==> src/rtl/ntp_poll_scheduler.sv <==
// NTP poll scheduler: paces client requests, supervises the send and the
// server reply, retries with backoff on timeout and reports sync health.
module ntp_poll_scheduler #(
   parameter int unsigned POLL_CYC    = 125_000_000,
   parameter int unsigned SEND_TO_CYC = 12_500,
   parameter int unsigned RESP_TO_CYC = 12_500_000,
   parameter int unsigned GAP_CYC     = 1_250_000,
   parameter int unsigned MAX_RETRY   = 3
) (
   input  logic        i_clk,
   input  logic        i_rst,
   input  logic        i_enable,
   input  logic        i_connect_state,
   input  logic        i_force_sync,
   input  logic        i_cmd_end,
   input  logic        i_ntp_set_sig,
   output logic        o_ntp_sig,
   output logic        o_busy,
   output logic        o_sync_ok,
   output logic        o_sync_fail,
   output logic [3:0]  o_retry_cnt,
   output logic [15:0] o_sync_cnt,
   output logic [15:0] o_fail_cnt,
   output logic [2:0]  o_state
);

   typedef enum logic [2:0] {
      StIdle     = 3'd0,
      StReq      = 3'd1,
      StWaitSend = 3'd2,
      StWaitResp = 3'd3,
      StBackoff  = 3'd4,
      StPeriod   = 3'd5
   } state_e;

   // A wait of N cycles expires in the cycle where the timer reads N-1.
   localparam logic [31:0] SendLast = 32'(SEND_TO_CYC - 1);
   localparam logic [31:0] RespLast = 32'(RESP_TO_CYC - 1);
   localparam logic [31:0] GapLast  = 32'(GAP_CYC - 1);
   localparam logic [31:0] PollLast = 32'(POLL_CYC - 1);
   localparam logic [3:0]  MaxRetry = 4'(MAX_RETRY);

   state_e      r_state;
   state_e      w_state_nxt;
   logic [31:0] r_timer;
   logic        r_sync_ok;
   logic        w_sync_ok_nxt;
   logic        r_sync_fail;
   logic        w_sync_fail_nxt;
   logic [3:0]  r_retry_cnt;
   logic [3:0]  w_retry_nxt;
   logic [3:0]  w_retry_inc;
   logic [15:0] r_sync_cnt;
   logic [15:0] w_sync_cnt_nxt;
   logic [15:0] r_fail_cnt;
   logic [15:0] w_fail_cnt_nxt;
   logic        r_ntp_sig;
   logic        r_busy;
   logic        w_run;
   logic        w_timeout;

   assign w_run       = i_enable & i_connect_state;
   assign w_retry_inc = r_retry_cnt + 4'd1;

   // Next-state and status update; abort is applied last so it overrides all.
   always_comb begin
      w_state_nxt     = r_state;
      w_sync_ok_nxt   = r_sync_ok;
      w_sync_fail_nxt = r_sync_fail;
      w_retry_nxt     = r_retry_cnt;
      w_sync_cnt_nxt  = r_sync_cnt;
      w_fail_cnt_nxt  = r_fail_cnt;
      w_timeout       = 1'b0;

      case (r_state)
         StIdle: begin
            if (w_run) w_state_nxt = StReq;
            if (!i_connect_state) w_sync_ok_nxt = 1'b0;
         end
         StReq: w_state_nxt = StWaitSend;
         StWaitSend: begin
            // A send completion coincident with expiry still counts as sent.
            if (i_cmd_end) w_state_nxt = StWaitResp;
            else if (r_timer == SendLast) w_timeout = 1'b1;
         end
         StWaitResp: begin
            if (i_ntp_set_sig) begin
               w_state_nxt     = StPeriod;
               w_sync_ok_nxt   = 1'b1;
               w_sync_fail_nxt = 1'b0;
               w_retry_nxt     = 4'd0;
               w_sync_cnt_nxt  = r_sync_cnt + 16'd1;
            end else if (r_timer == RespLast) begin
               w_timeout = 1'b1;
            end
         end
         StBackoff: if (r_timer == GapLast) w_state_nxt = StReq;
         StPeriod:  if (i_force_sync || (r_timer == PollLast)) w_state_nxt = StReq;
         default:   w_state_nxt = StIdle;
      endcase

      if (w_timeout) begin
         if (w_retry_inc < MaxRetry) begin
            w_retry_nxt = w_retry_inc;
            w_state_nxt = StBackoff;
         end else begin
            w_sync_ok_nxt   = 1'b0;
            w_sync_fail_nxt = 1'b1;
            w_fail_cnt_nxt  = r_fail_cnt + 16'd1;
            w_retry_nxt     = 4'd0;
            w_state_nxt     = StPeriod;
         end
      end

      if ((r_state != StIdle) && !w_run) begin
         w_state_nxt     = StIdle;
         w_sync_ok_nxt   = 1'b0;
         w_retry_nxt     = 4'd0;
         w_sync_fail_nxt = r_sync_fail;
         w_sync_cnt_nxt  = r_sync_cnt;
         w_fail_cnt_nxt  = r_fail_cnt;
      end
   end

   // State, timer and registered outputs; the timer restarts on every state entry.
   always_ff @(posedge i_clk or posedge i_rst) begin
      if (i_rst) begin
         r_state     <= StIdle;
         r_timer     <= 32'd0;
         r_sync_ok   <= 1'b0;
         r_sync_fail <= 1'b0;
         r_retry_cnt <= 4'd0;
         r_sync_cnt  <= 16'd0;
         r_fail_cnt  <= 16'd0;
         r_ntp_sig   <= 1'b0;
         r_busy      <= 1'b0;
      end else begin
         r_state     <= w_state_nxt;
         r_timer     <= (w_state_nxt != r_state) ? 32'd0 : r_timer + 32'd1;
         r_sync_ok   <= w_sync_ok_nxt;
         r_sync_fail <= w_sync_fail_nxt;
         r_retry_cnt <= w_retry_nxt;
         r_sync_cnt  <= w_sync_cnt_nxt;
         r_fail_cnt  <= w_fail_cnt_nxt;
         r_ntp_sig   <= (w_state_nxt == StReq);
         r_busy      <= (w_state_nxt inside {StReq, StWaitSend, StWaitResp, StBackoff});
      end
   end

   assign o_ntp_sig   = r_ntp_sig;
   assign o_busy      = r_busy;
   assign o_sync_ok   = r_sync_ok;
   assign o_sync_fail = r_sync_fail;
   assign o_retry_cnt = r_retry_cnt;
   assign o_sync_cnt  = r_sync_cnt;
   assign o_fail_cnt  = r_fail_cnt;
   assign o_state     = r_state;

endmodule
==> config.mk <==
export PLATFORM = sky130hd
export DESIGN_NAME = ntp_poll_scheduler
export DESIGN_NICKNAME = d
export VERILOG_FILES = /design/src/rtl/ntp_poll_scheduler.sv
export SDC_FILE = /design/constraint.sdc
export NUM_CORES = 1
export LEC_CHECK = 0
export BUFFER_PORTS_ARGS = -buffer_cell sky130_fd_sc_hd__buf_2
export CORE_MARGIN = 8
export CORE_UTILIZATION = 40
export DETAILED_ROUTE_END_ITERATION = 16
export SETUP_SLACK_MARGIN = 0.5
export SLEW_MARGIN = 0
export SYNTH_ARGS = -nofsm -noshare
export SYNTH_HDL_FRONTEND = slang
export SYNTH_SLANG_ARGS = --single-unit
==> constraint.sdc <==
create_clock -name i_clk -period 2.7 [get_ports i_clk]
set_input_delay 0.54 -clock i_clk [delete_from_list [all_inputs] [get_ports i_clk]]
set_output_delay 0.54 -clock i_clk [all_outputs]
set_load 0.01 [all_outputs]
; ---- Word level (Yosys, flattened, before mapping)
; Cells that the tools add are included.
[word_totals]
out_inout_bits = 43
wordCells = 72
in_bits = 7
regBits = 75
[classes]
n_bitwise = 3
n_reduce_logical = 11
n_addsub = 4
eq_ne = 14
n_lt_le_gt_ge = 1
n_mux = 30
[op_table]
columns = cell, count
row1 = $add 16x1->16 const B, 2
row2 = $add 32x1->32 const B, 1
row3 = $eq 32x14->1 const B, 1
row4 = $eq 32x21->1 const B, 1
row5 = $eq 32x24->1 const B, 1
row6 = $eq 32x27->1 const B, 1
row7 = $mux 32, 1
row8 = $mux 3, 7
row9 = $mux 4, 5
row10 = $pmux 3 s6, 1
row11 = $mux 1, 14
row12 = $eq 3x2->1 const B, 4
row13 = $eq 3x3->1 const B, 3
row14 = $reduce_bool 3->1, 3
row15 = $eq 3x1->1 const B, 2
row16 = $reduce_and 3->1, 2
row17 = $add 4x1->4 const B, 1
row18 = $lt 4x2->1 const B, 1
row19 = $pmux 1 s2, 2
row20 = $reduce_bool 4->1, 1
row21 = $logic_not 3->1, 1
row22 = $ne 3x3->1, 1
row23 = $not 1->1, 2
row24 = $reduce_and 2->1, 1
row25 = other kinds (4), 4

; ---- Longest topological paths before layout
; Gate-level depths: netlist of the first run.
[logic_depth]
depth_word = 8
mapped_depth = 9
ltp_nobuf = 8

; ---- Least setup slack after synthesis of the first run
; OpenSTA, ideal clock, no wires.
[synth_timing]
kind = register to register
start = reg r_timer[28]
end = reg r_fail_cnt[6], in the netlist o_fail_cnt[6]
synth_period_minus_slack_ns = 2.487
path_stages_with_launch = 8
t_arrival_ns = 2.412
required_ns = 2.625
slack_ns = 0.213
setup_time_ns = 0.075
path_buffers = 0
path_cell_list = dfrtp_1 > or4_4 > nor4_4 > nand4_4 > or4b_4 > nor2_4 > and3_4 > xor2_2
[synth_between]
elab_chain_cells = 5
word_cells_on_any_way = 8
classes_between = eq/ne (2) / mux (5) / reduce/logical (1)
[synth_lines]
columns = element, line
row1 = from (decl), 45  ; logic [31:0] r_timer;
row2 = from (signal assigned), 139  ; r_timer <= (w_state_nxt != r_state) ? 32'd0 : r_timer + 32'd1;
row3 = $eq 32x24->1 or $eq 32x14->1 (tied branches), "93, 84"
row4 = "$mux 1, on equally long branches", "93, 84"
row5 = "$mux 1, on equally long branches", "87, 83"
row6 = $pmux 1 s2 *, 75  ; case (r_state)
row7 = $reduce_and 3->1 (no source line) *, --
row8 = to (signal assigned), 144  ; r_fail_cnt <= w_fail_cnt_nxt;
row9 = to (decl), 55  ; logic [15:0] r_fail_cnt;
; Mark *: on every way between the ends. The rest lies on a longest branch, timed or not.
; A chain may end at the register's enable or synchronous reset.

; ---- Worst setup path after layout of the first run
[layout_timing]
start = reg r_timer[8]
end = reg r_fail_cnt[6], in the netlist o_fail_cnt[6]
; The elaborated chain is that of the path after synthesis.

==> results of run 1 <==
critical path: cells and delay by family, from the launching register on:
family	cells	cell delay [ps]
XOR/XNOR	1	120
flip-flops	1	390
AND/OR/NAND/NOR	6	1920
layout by cell type, fill, tap and decap left out, types with 5 or more instances in the layout:
cell type,count
and3_1,11
inv_1,10
xor2_1,25
nand4_1,14
nor4_4,5
clkbuf_8,9
nand2_1,32
nor4_1,8
nor2_1,53
nor3_1,9
nor2_4,5
xnor2_1,36
a21oi_1,5
buf_2,49
dfrtp_1,74
nand3_1,19
buf_4,37
cell families (layout without fill, tap and decap cells):
family	Yosys count	in the layout	share of synthesized area
xor+xnor	62	62	0.144
fa+ha+maj	5	5	0.0164
simple gates	197	198	0.279
flops	75	75	0.492
mux	2	2	0.00591
buf+inv	18	118	0.0190
compound gates	23	23	0.0427
repair_timing:
item | in CTS | in global routing
setup endpoints to repair | 55 | 63
setup buffers | 14 | 9
gates cloned | 1 | 0
resized for setup | 19 | 16
pin swaps | 8 | 14
sequential cells by signal (all words and copies together), names as in the netlist:
name         cells
o_ntp_sig        1
o_state          3
o_busy           1
r_timer         32
o_sync_ok        1
o_retry_cnt      4
o_fail_cnt      16
o_sync_cnt      16
o_sync_fail      1
synthesized netlist by cell type (5+ instances only):
cell     instances  area (um2)
nand4_1         14        87.6
ha_1             5        62.6
xnor2_1         36         315
inv_1           11        41.3
nor3_1          13        65.1
nand3_1         19        95.1
nor4_1          12        75.1
and3_1          11        68.8
dfrtp_1         75        1880
nand2_1         32         120
a21oi_1          7        35.0
nor2_1          58         218
xor2_1          25         219
power breakdown:
part / switching [mW] / internal [mW]
Sequential: 0.0604 / 1.18
Clock: 0.469 / 0.349
Combinational: 0.466 / 0.298
cell type report:
cell class / instances / share of cell area
multi-input cells: 290 / 0.419
clock buffers: 9 / 0.0250
well taps: 129 / 0.0326
inverters: 11 / 0.00910
repair buffers: 91 / 0.122
clock inverters: 7 / 0.0119
flip-flops and latches: 75 / 0.380
metrics by stage:
step                cells   util  cell area [um2]  setup slack (ps)
floorplan             382      -             3860               233
global placement      572  0.476             4400               110
detailed placement    572  0.476             4400              44.5
CTS                   603  0.518             4780               115
global route          612  0.536             4950               106
finish                612  0.536             4950               212
path summary, 6_finish.rpt:
path | startpoint | end | slack (ps) | depth (start not counted)
worst max-delay path | r_timer[8]$_DFF_PP0_ | o_fail_cnt[6]$_DFFE_PP0P_ | 210 | 7
worst min-delay path | i_rst | r_timer[3]$_DFF_PP0_ | 210 | 2
worst max register to register | r_timer[8]$_DFF_PP0_ | o_fail_cnt[6]$_DFFE_PP0P_ | 210 | 7
worst min register to register | o_fail_cnt[15]$_DFFE_PP0P_ | o_fail_cnt[15]$_DFFE_PP0P_ | 470 | 1
max in group asynchronous | i_rst | o_state[0]$_DFF_PP0_ | 1780 | 3
min in group i_clk | o_fail_cnt[15]$_DFFE_PP0P_ | o_fail_cnt[15]$_DFFE_PP0P_ | 470 | 1
metal layers:
layer,routed length (um),global-route usage,part of all wire,vias up
met3,522,0.0523,0.056,10
li1,-,-,-,1530
met4,77,0.0355,0.0083,0
met2,4430,0.241,0.48,67
met1,4280,0.184,0.46,1555
met5,0,0,0,-
==> run summary, run 1 <==
Critical path endpoint category - flip-flop
Syn_nets - 394
CP startpoint kind - flip-flop
Final-layout fill cell count - 831
Static Leakage - 2.34 nW
Setup CP Type - flip-flop to flip-flop
Largest net degree at the start of global routing - 33
Cell Pwr Density - 571 nW/um2
Final Hold Vio Count - 0
WP data arrival - 2780 ps
Number of placement rows - 35
Fin crit share - 0.921
Area Overhead vs Synth - 29.8%
Syn avg cell area - 9.98 um2
Data required time of the worst path - 2990 ps
Initial Util - 0.413
Post-route minimum period - 2490 ps
Drt via density - 5.17
Width of the die - 114 um
Longest Clk Path Bufs - 2
DR vias - 3162
Setup TNS - 0 ps
Yosys warns - 0
Gr usage total - 0.148
Global-route wire length before repair - 15500 um
Synth Flop Type - dfrtp_1
Maximum vdd drop - 0.384 mV
Drt total wl - 9310 um
Layout cells sized above 1 - 0.317
Distinct cells, synth - 47
Post-synth EDFFs - 0
Footprint of the multi-input gates - 2080 um2
Slowest CP cell - or4_4
# hold bufs at CTS - 0
Max cap viols - 0
Post-synthesis cell count - 382
Worst-Margin Slew - 533 ps
TritonCTS clock tree - yes
Per-cell routed wire length - 15.2 um
Initial antenna violation count - 0
CTS Buf Count - 9
Root Driver - clkbuf_8
Worst Path Max Fanout - 5
CORE AREA - 9240 um2
Post-DP HPWL - 6460 um
Flops & latches, synth - 75
# DRC - 0
Synthesized area - 3810 um2
Nets - 490
Starting DRT DRC Count - 161
Tot Pwr - 2.83 mW
Antenna diodes - 0
Critical-path cell list - or4_4 -> nor4_4 -> nand4_4 -> or4b_4 -> nor2_4 -> and3_4 -> xor2_2
Remaining Overflow, GRT - 0
Final setup viols - 0
Die Ht - 114 um
Clk Latency, worst-skew pair - 360 ps
Vias in the first global route - 3237
I/O pin cnt - 50
Fmax - 0.402 GHz
Sequential cell area fraction in the yosys report - 0.492
Clock transition at path regs - 90 ps
Final ANT Viol Nets - 0
Max_slew headroom - 0.644
Asr flop ratio synth - 1.00
H-Tree Depth - 3
Drt first pass iters - 4
Final Max Slew Viols - 0
Routability cong. - 0.866
Num Clock Sinks - 75
Seq. cell area - 1880 um2
Worst hold path type - input port to async pin
RSZ-0062 raised after global routing - true
Status - completed
Port Buffers - 49
Hold WS - 214 ps
Max incr delay on CP - 540 ps
Die Area - 12900 um2
Setup Skew - 7.30 ps
No activity file was read; power rests on OpenSTA's default activity.
==> run 2: changes to the inputs <==
==> constraint.sdc (replaced) <==
create_clock -name i_clk -period 2.7 [get_ports i_clk]
set_input_delay 0.54 -clock i_clk [delete_from_list [all_inputs] [get_ports i_clk]]
set_output_delay 0.54 -clock i_clk [all_outputs]
set_load 0.05 [all_outputs]
==> run summary, run 2 (synthesis gave the netlist of run 1 again) <==
Post-route minimum period - 2570 ps (+86.1 ps)
Most common cell after layout, fill and taps aside - dfrtp_1
Final core utilization - 0.550 (+0.0149)
Worst-Margin Slew - 686 ps (+153 ps)
Gr usage total - 0.151 (+0.00255)
Int Pwr - 2.04 mW (+12%)
Max reg flops - 32 (unchanged)
Most flops, register - r_timer
Starting DRT DRC Count - 124 (-23%)
Fmax - 0.389 GHz (-3.3%)
Largest net degree at the start of global routing - 76 (+130%)
WP data arrival - 2860 ps (+80 ps)
Reg-to-reg endpoint - o_fail_cnt[6]$_DFFE_PP0P_
Reg2Reg Depth - 7 (unchanged)
Setup Skew - 14.8 ps (+7.45 ps)
Initial antenna violation count - 0 (unchanged)
Per-cell routed wire length - 15.5 um (+1.8%)
Fin crit share - 0.953 (+0.0319)
Final-layout fill cell count - 800 (-3.7%)
Power share of the sequential group - 0.388 (-0.052)
Critical path endpoint category - flip-flop
Data required time of the worst path - 2980 ps (about the same)
Worst Setup SP - r_timer[15]$_DFF_PP0_
Initial Util - 0.413 (unchanged)
Final ANT Viol Nets - 0 (unchanged)
Comb pwr share - 0.360 (+0.089)
Num Clock Sinks - 75 (unchanged)
Port Buffers - 49 (unchanged)
Dpl cells - 579 (+1.2%)
Setup CP Type - flip-flop to flip-flop
CP startpoint kind - flip-flop
CORE AREA - 9240 um2 (unchanged)
Worst r2r src - r_timer[15]$_DFF_PP0_
Width of the die - 114 um (unchanged)
Post-Layout Cell Count - 624 (+2.0%)
Root Driver - clkbuf_8
Status - completed
Nets - 502 (+2.4%)
NetSw - 1.17 mW (+17%)
Final Hold Vio Count - 0 (unchanged)
CTS Buf Count - 9 (unchanged)
Flop-to-flop setup slack - 130 ps (-90 ps)
Final instance area - 5090 um2 (+2.8%)
Cell Pwr Density - 631 nW/um2 (+11%)
Clock transition at path regs - 90 ps (about the same)
H-Tree Depth - 3 (unchanged)
Drt total wl - 9670 um (+3.8%)
Clock power frac - 0.252 (-0.038)
Setup TNS - 0 ps (unchanged)
Global-route wire length before repair - 15800 um (+1.6%)
Layout cells sized above 1 - 0.347 (+0.0307)
Post-DP HPWL - 6530 um (+1.0%)
Clk Latency, worst-skew pair - 350 ps (about the same)
Placed Area - 4460 um2 (+1.3%)
Routability cong. - 0.845 (-2.4%)
Drt via density - 5.12 (-0.84%)
Number of placement rows - 35 (unchanged)
Die Ht - 114 um (unchanged)
Final Max Slew Viols - 0 (unchanged)
Die Area - 12900 um2 (unchanged)
Static Leakage - 2.38 nW (+1.6%)
Vias in the first global route - 3173 (-2.0%)
Commonest non-fill, non-tap cells in the layout - dfrtp_1, nor2_1, buf_2
Worst hold path type - input port to async pin
Max_slew headroom - 0.540 (-0.104)
# DRC - 0 (unchanged)
Switching share of power - 0.364 (+0.0112)
I/O pin cnt - 50 (unchanged)
RSZ-0062 raised after global routing - true
TritonCTS clock tree - yes
Maximum vdd drop - 0.417 mV (+8.6%)
DR vias - 3197 (+1.1%)
Area Overhead vs Synth - 33.4%
Final setup viols - 0 (unchanged)
Worst Path Max Fanout - 5 (unchanged)
Longest Clk Path Bufs - 2 (unchanged)
Remaining Overflow, GRT - 0 (unchanged)
Max cap viols - 0 (unchanged)
Drt first pass iters - 4 (unchanged)
Antenna diodes - 0 (unchanged)
run 2: cell types whose count changed in the layout (fill, tap and decap cells not counted), moves of 2 or more:
cell / change
a22oi_1: -2
a22oi_2: +2
buf_4: +11
clkinv_4: +2
inv_6: -2
nor3_2: +3
nor3_4: -2
nor4_1: -2
run 2: worst max-delay path by stage:
stage,endpoint,slack (ps),depth (start not counted)
after floorplan,o_fail_cnt[12]$_DFFE_PP0P_,210,7
after global placement,o_fail_cnt[6]$_DFFE_PP0P_,130,7
after detailed placement,r_timer[29]$_DFF_PP0_,90,8
after global routing,o_fail_cnt[6]$_DFFE_PP0P_,-4,7
after CTS,o_fail_cnt[6]$_DFFE_PP0P_,110,7
final,o_fail_cnt[6]$_DFFE_PP0P_,130,7
run 2: timing repair:
action | CTS | global route
setup endpoints to repair | 59 | 64
setup buffers | 10 | 17
resized for setup | 14 | 26
gates cloned | 1 | 1
hold buffers | 0 | 0
pin swaps | 13 | 18
run 2: worst max-delay path, stage by stage (launching register included):
cell     delay (ps)
dfrtp_1         420
or3_1           460
nor4_4          410
a22oi_2         180
or4b_4          540
nor2_4          160
and3_4          210
xor2_2          130
run 2: layout make-up:
class	instances	area [um2]	area share
Multi-Input combinational cell	289	2080	0.409
Sequential cell	75	1880	0.369
Clock buffer	10	138	0.0271
Tap cell	129	161	0.0317
Clock inverter	6	50.0	0.00984
Inverter	11	45.0	0.00886
Timing Repair Buffer	104	732	0.144
run 2: power by group through the flow:
stage	clock network (mW)	registers (mW)	logic, mW
6_report	0.810	1.25	1.15
3_5_place_dp	0	1.27	0.822
5_1_grt	0.881	1.25	1.23
2_1_floorplan	0	1.39	0.448
3_3_place_gp	0	1.27	0.817
4_1_cts	0.836	1.25	1.00
run 2: metal layers:
| layer | share of wire | global-route usage | wire (um) |
|---|---|---|---|
| met3 | 0.056 | 0.0354 | 540 |
| met4 | 0.021 | 0.0622 | 199 |
| met2 | 0.47 | 0.241 | 4530 |
| met5 | 0 | 0 | 0 |
| met1 | 0.45 | 0.193 | 4390 |
run 2: through the flow:
| stage | hold slack [ps] | setup WS (ps) | power (mW) |
|---|---|---|---|
| 2_1_floorplan | 451 | 207 | 1.83 |
| 3_3_place_gp | 453 | 133 | 2.08 |
| 3_5_place_dp | 452 | 88.3 | 2.09 |
| 4_1_cts | 299 | 112 | 3.09 |
| 5_1_grt | 313 | -3.91 | 3.36 |
| 6_report | 281 | 126 | 3.21 |
==> run 3: changes to the inputs <==
--- a/config.mk
+++ b/config.mk
@@ -7,5 +7,4 @@
 export LEC_CHECK = 0
 export BUFFER_PORTS_ARGS = -buffer_cell sky130_fd_sc_hd__buf_2
-export CORE_MARGIN = 8
 export CORE_UTILIZATION = 40
 export DETAILED_ROUTE_END_ITERATION = 16
==> constraint.sdc (replaced) <==
create_clock -name i_clk -period 2.7 [get_ports i_clk]
set_input_delay 0.27 -clock i_clk [delete_from_list [all_inputs] [get_ports i_clk]]
set_output_delay 0.27 -clock i_clk [all_outputs]
set_load 0.05 [all_outputs]
==> run summary, run 3 (synthesis gave the netlist of run 1 again) <==
Status - completed
TritonCTS clock tree - yes
Final ANT Viol Nets - 0 (unchanged)
Drt via density - 5.22 (+2.0%)
WP data arrival - 2830 ps (-30 ps)
Setup Skew - 14.0 ps (-0.792 ps)
Worst Path Max Fanout - 5 (unchanged)
Placed Area - 4410 um2 (-1.1%)
Initial antenna violation count - 0 (unchanged)
Routability cong. - 0.894 (+5.8%)
Final setup viols - 0 (unchanged)
Fin crit share - 0.938 (-0.0151)
Max cap viols - 0 (unchanged)
Post-route minimum period - 2530 ps (-40.8 ps)
Antenna diodes - 0 (unchanged)
Fmax - 0.395 GHz (+1.6%)
Critical path endpoint category - flip-flop
CORE AREA - 9240 um2 (unchanged)
Die Area - 9930 um2 (-23%)
DR vias - 3208 (+0.34%)
Worst Setup SP - r_timer[24]$_DFF_PP0_
Global-route wire length before repair - 15400 um (-2.5%)
Post-Layout Cell Count - 614 (-1.6%)
Max reg flops - 32 (unchanged)
Post-DP HPWL - 6230 um (-4.6%)
Commonest non-fill, non-tap cells in the layout - dfrtp_1, nor2_1, buf_2
Worst-Margin Slew - 637 ps (-49.4 ps)
Static Leakage - 2.40 nW (+0.81%)
I/O pin cnt - 50 (unchanged)
Area Overhead vs Synth - 33.3% (about the same)
Maximum vdd drop - 0.285 mV (-32%)
RSZ-0062 raised after global routing - true
CTS Buf Count - 9 (unchanged)
Dpl cells - 573 (-1.0%)
Root Driver - clkbuf_8
Width of the die - 99.6 um (-12%)
Longest Clk Path Bufs - 2 (unchanged)
Worst hold start - i_ntp_set_sig
Final-layout fill cell count - 810 (+1.3%)
Seq. cell area - 1880 um2 (about the same)
Per-cell routed wire length - 15.2 um (-1.8%)
Num Clock Sinks - 75 (unchanged)
Drt total wl - 9340 um (-3.4%)
Hold WS - 391 ps (+110 ps)
Layout cells sized above 1 - 0.334 (-0.0135)
Worst r2r src - r_timer[24]$_DFF_PP0_
Setup TNS - 0 ps (unchanged)
Max_slew headroom - 0.575 (+0.0350)
Largest net degree at the start of global routing - 31 (-59%)
Nets - 492 (-2.0%)
Die Ht - 99.6 um (-12%)
Setup CP Type - flip-flop to flip-flop
Final instance area - 5080 um2 (about the same)
H-Tree Depth - 3 (unchanged)
Gr usage total - 0.199 (+0.0481)
# DRC - 0 (unchanged)
CP startpoint kind - flip-flop
Remaining Overflow, GRT - 0 (unchanged)
Final Max Slew Viols - 0 (unchanged)
Most common cell after layout, fill and taps aside - dfrtp_1
Initial Util - 0.413 (unchanged)
Port Buffers - 49 (unchanged)
Vias in the first global route - 3131 (-1.3%)
Starting DRT DRC Count - 87 (-30%)
Footprint of the multi-input gates - 2130 um2 (+2.2%)
Cell Pwr Density - 658 nW/um2 (+4.3%)
Clock transition at path regs - 90 ps (about the same)
Final Hold Vio Count - 0 (unchanged)
Number of placement rows - 35 (unchanged)
Most flops, register - r_timer
Data required time of the worst path - 2990 ps (about the same)
Drt first pass iters - 4 (unchanged)
Worst hold path type - input port to flip-flop
Clk Latency, worst-skew pair - 360 ps (about the same)
run 3: cell types whose count changed in the layout (fill, tap and decap cells not counted), sizes merged:
cell / before / now
buf: 103 / 91
bufinv: 0 / 1
clkinv: 3 / 2
clkinvlp: 3 / 1
dlygate4sd3: 0 / 1
inv: 11 / 13
nand3: 20 / 21
run 3: power breakdown:
group          total, mW  leakage [nW]  switching (mW)  internal (mW)
sequential          1.26          1.02          0.0820           1.18
clock              0.924         0.103           0.462          0.462
combinational       1.15          1.28           0.663          0.491
run 3: area by class of cell:
cell class                      count  share of cell area
Inverter                           11             0.00813
Multi-Input combinational cell    290               0.419
Clock inverter                      6              0.0143
Timing Repair Buffer               93               0.130
Sequential cell                    75               0.370
Tap cell                          129              0.0318
Clock buffer                       10              0.0271
run 3: per-layer routing:
metal / part of all wire / global-route usage / vias up
li1: - / - / 1538
met2: 0.48 / 0.322 / 85
met3: 0.037 / 0.0372 / 10
met1: 0.47 / 0.271 / 1575
met5: 0 / 0 / -
met4: 0.012 / 0.0645 / 0
run 3: worst max-delay path, stage by stage, from the launching register on:
cell     delay, ps
dfrtp_1        410
or4_4          550
nor4_4         300
nand4_4        180
or4b_4         540
nor2_4         160
and3_4         210
xor2_2         130
run 3: per-stage QoR:
stage               setup slack (ps)  power [mW]  utilization
floorplan                        207        1.83            -
global placement                 135        2.06        0.477
detailed placement              76.1        2.07        0.477
CTS                              125        3.19        0.523
global route                    77.5        3.51        0.550
finish                           167        3.34        0.550
run 3: repair_timing:
item	4_1_cts	5_1_grt
resized for setup	16	28
pin swaps	17	16
hold buffers	1	0
buffers inserted	11	10
endpoints found under the setup margin	59	65
hold endpoints to repair	16	0
gates cloned	2	1
run 3: final timing paths:
path                       slack [ps]                    endpoint  depth (start not counted)
min in group asynchronous         530  o_sync_cnt[11]$_DFFE_PP0P_                          3
hold reg to reg                   470  o_fail_cnt[15]$_DFFE_PP0P_                          1
hold / removal                    390        o_state[1]$_DFF_PP0_                          3
max in group asynchronous        1460        o_state[2]$_DFF_PP0_                          4
setup reg to reg                  170   o_fail_cnt[6]$_DFFE_PP0P_                          7
setup / recovery                  170   o_fail_cnt[6]$_DFFE_PP0P_                          7
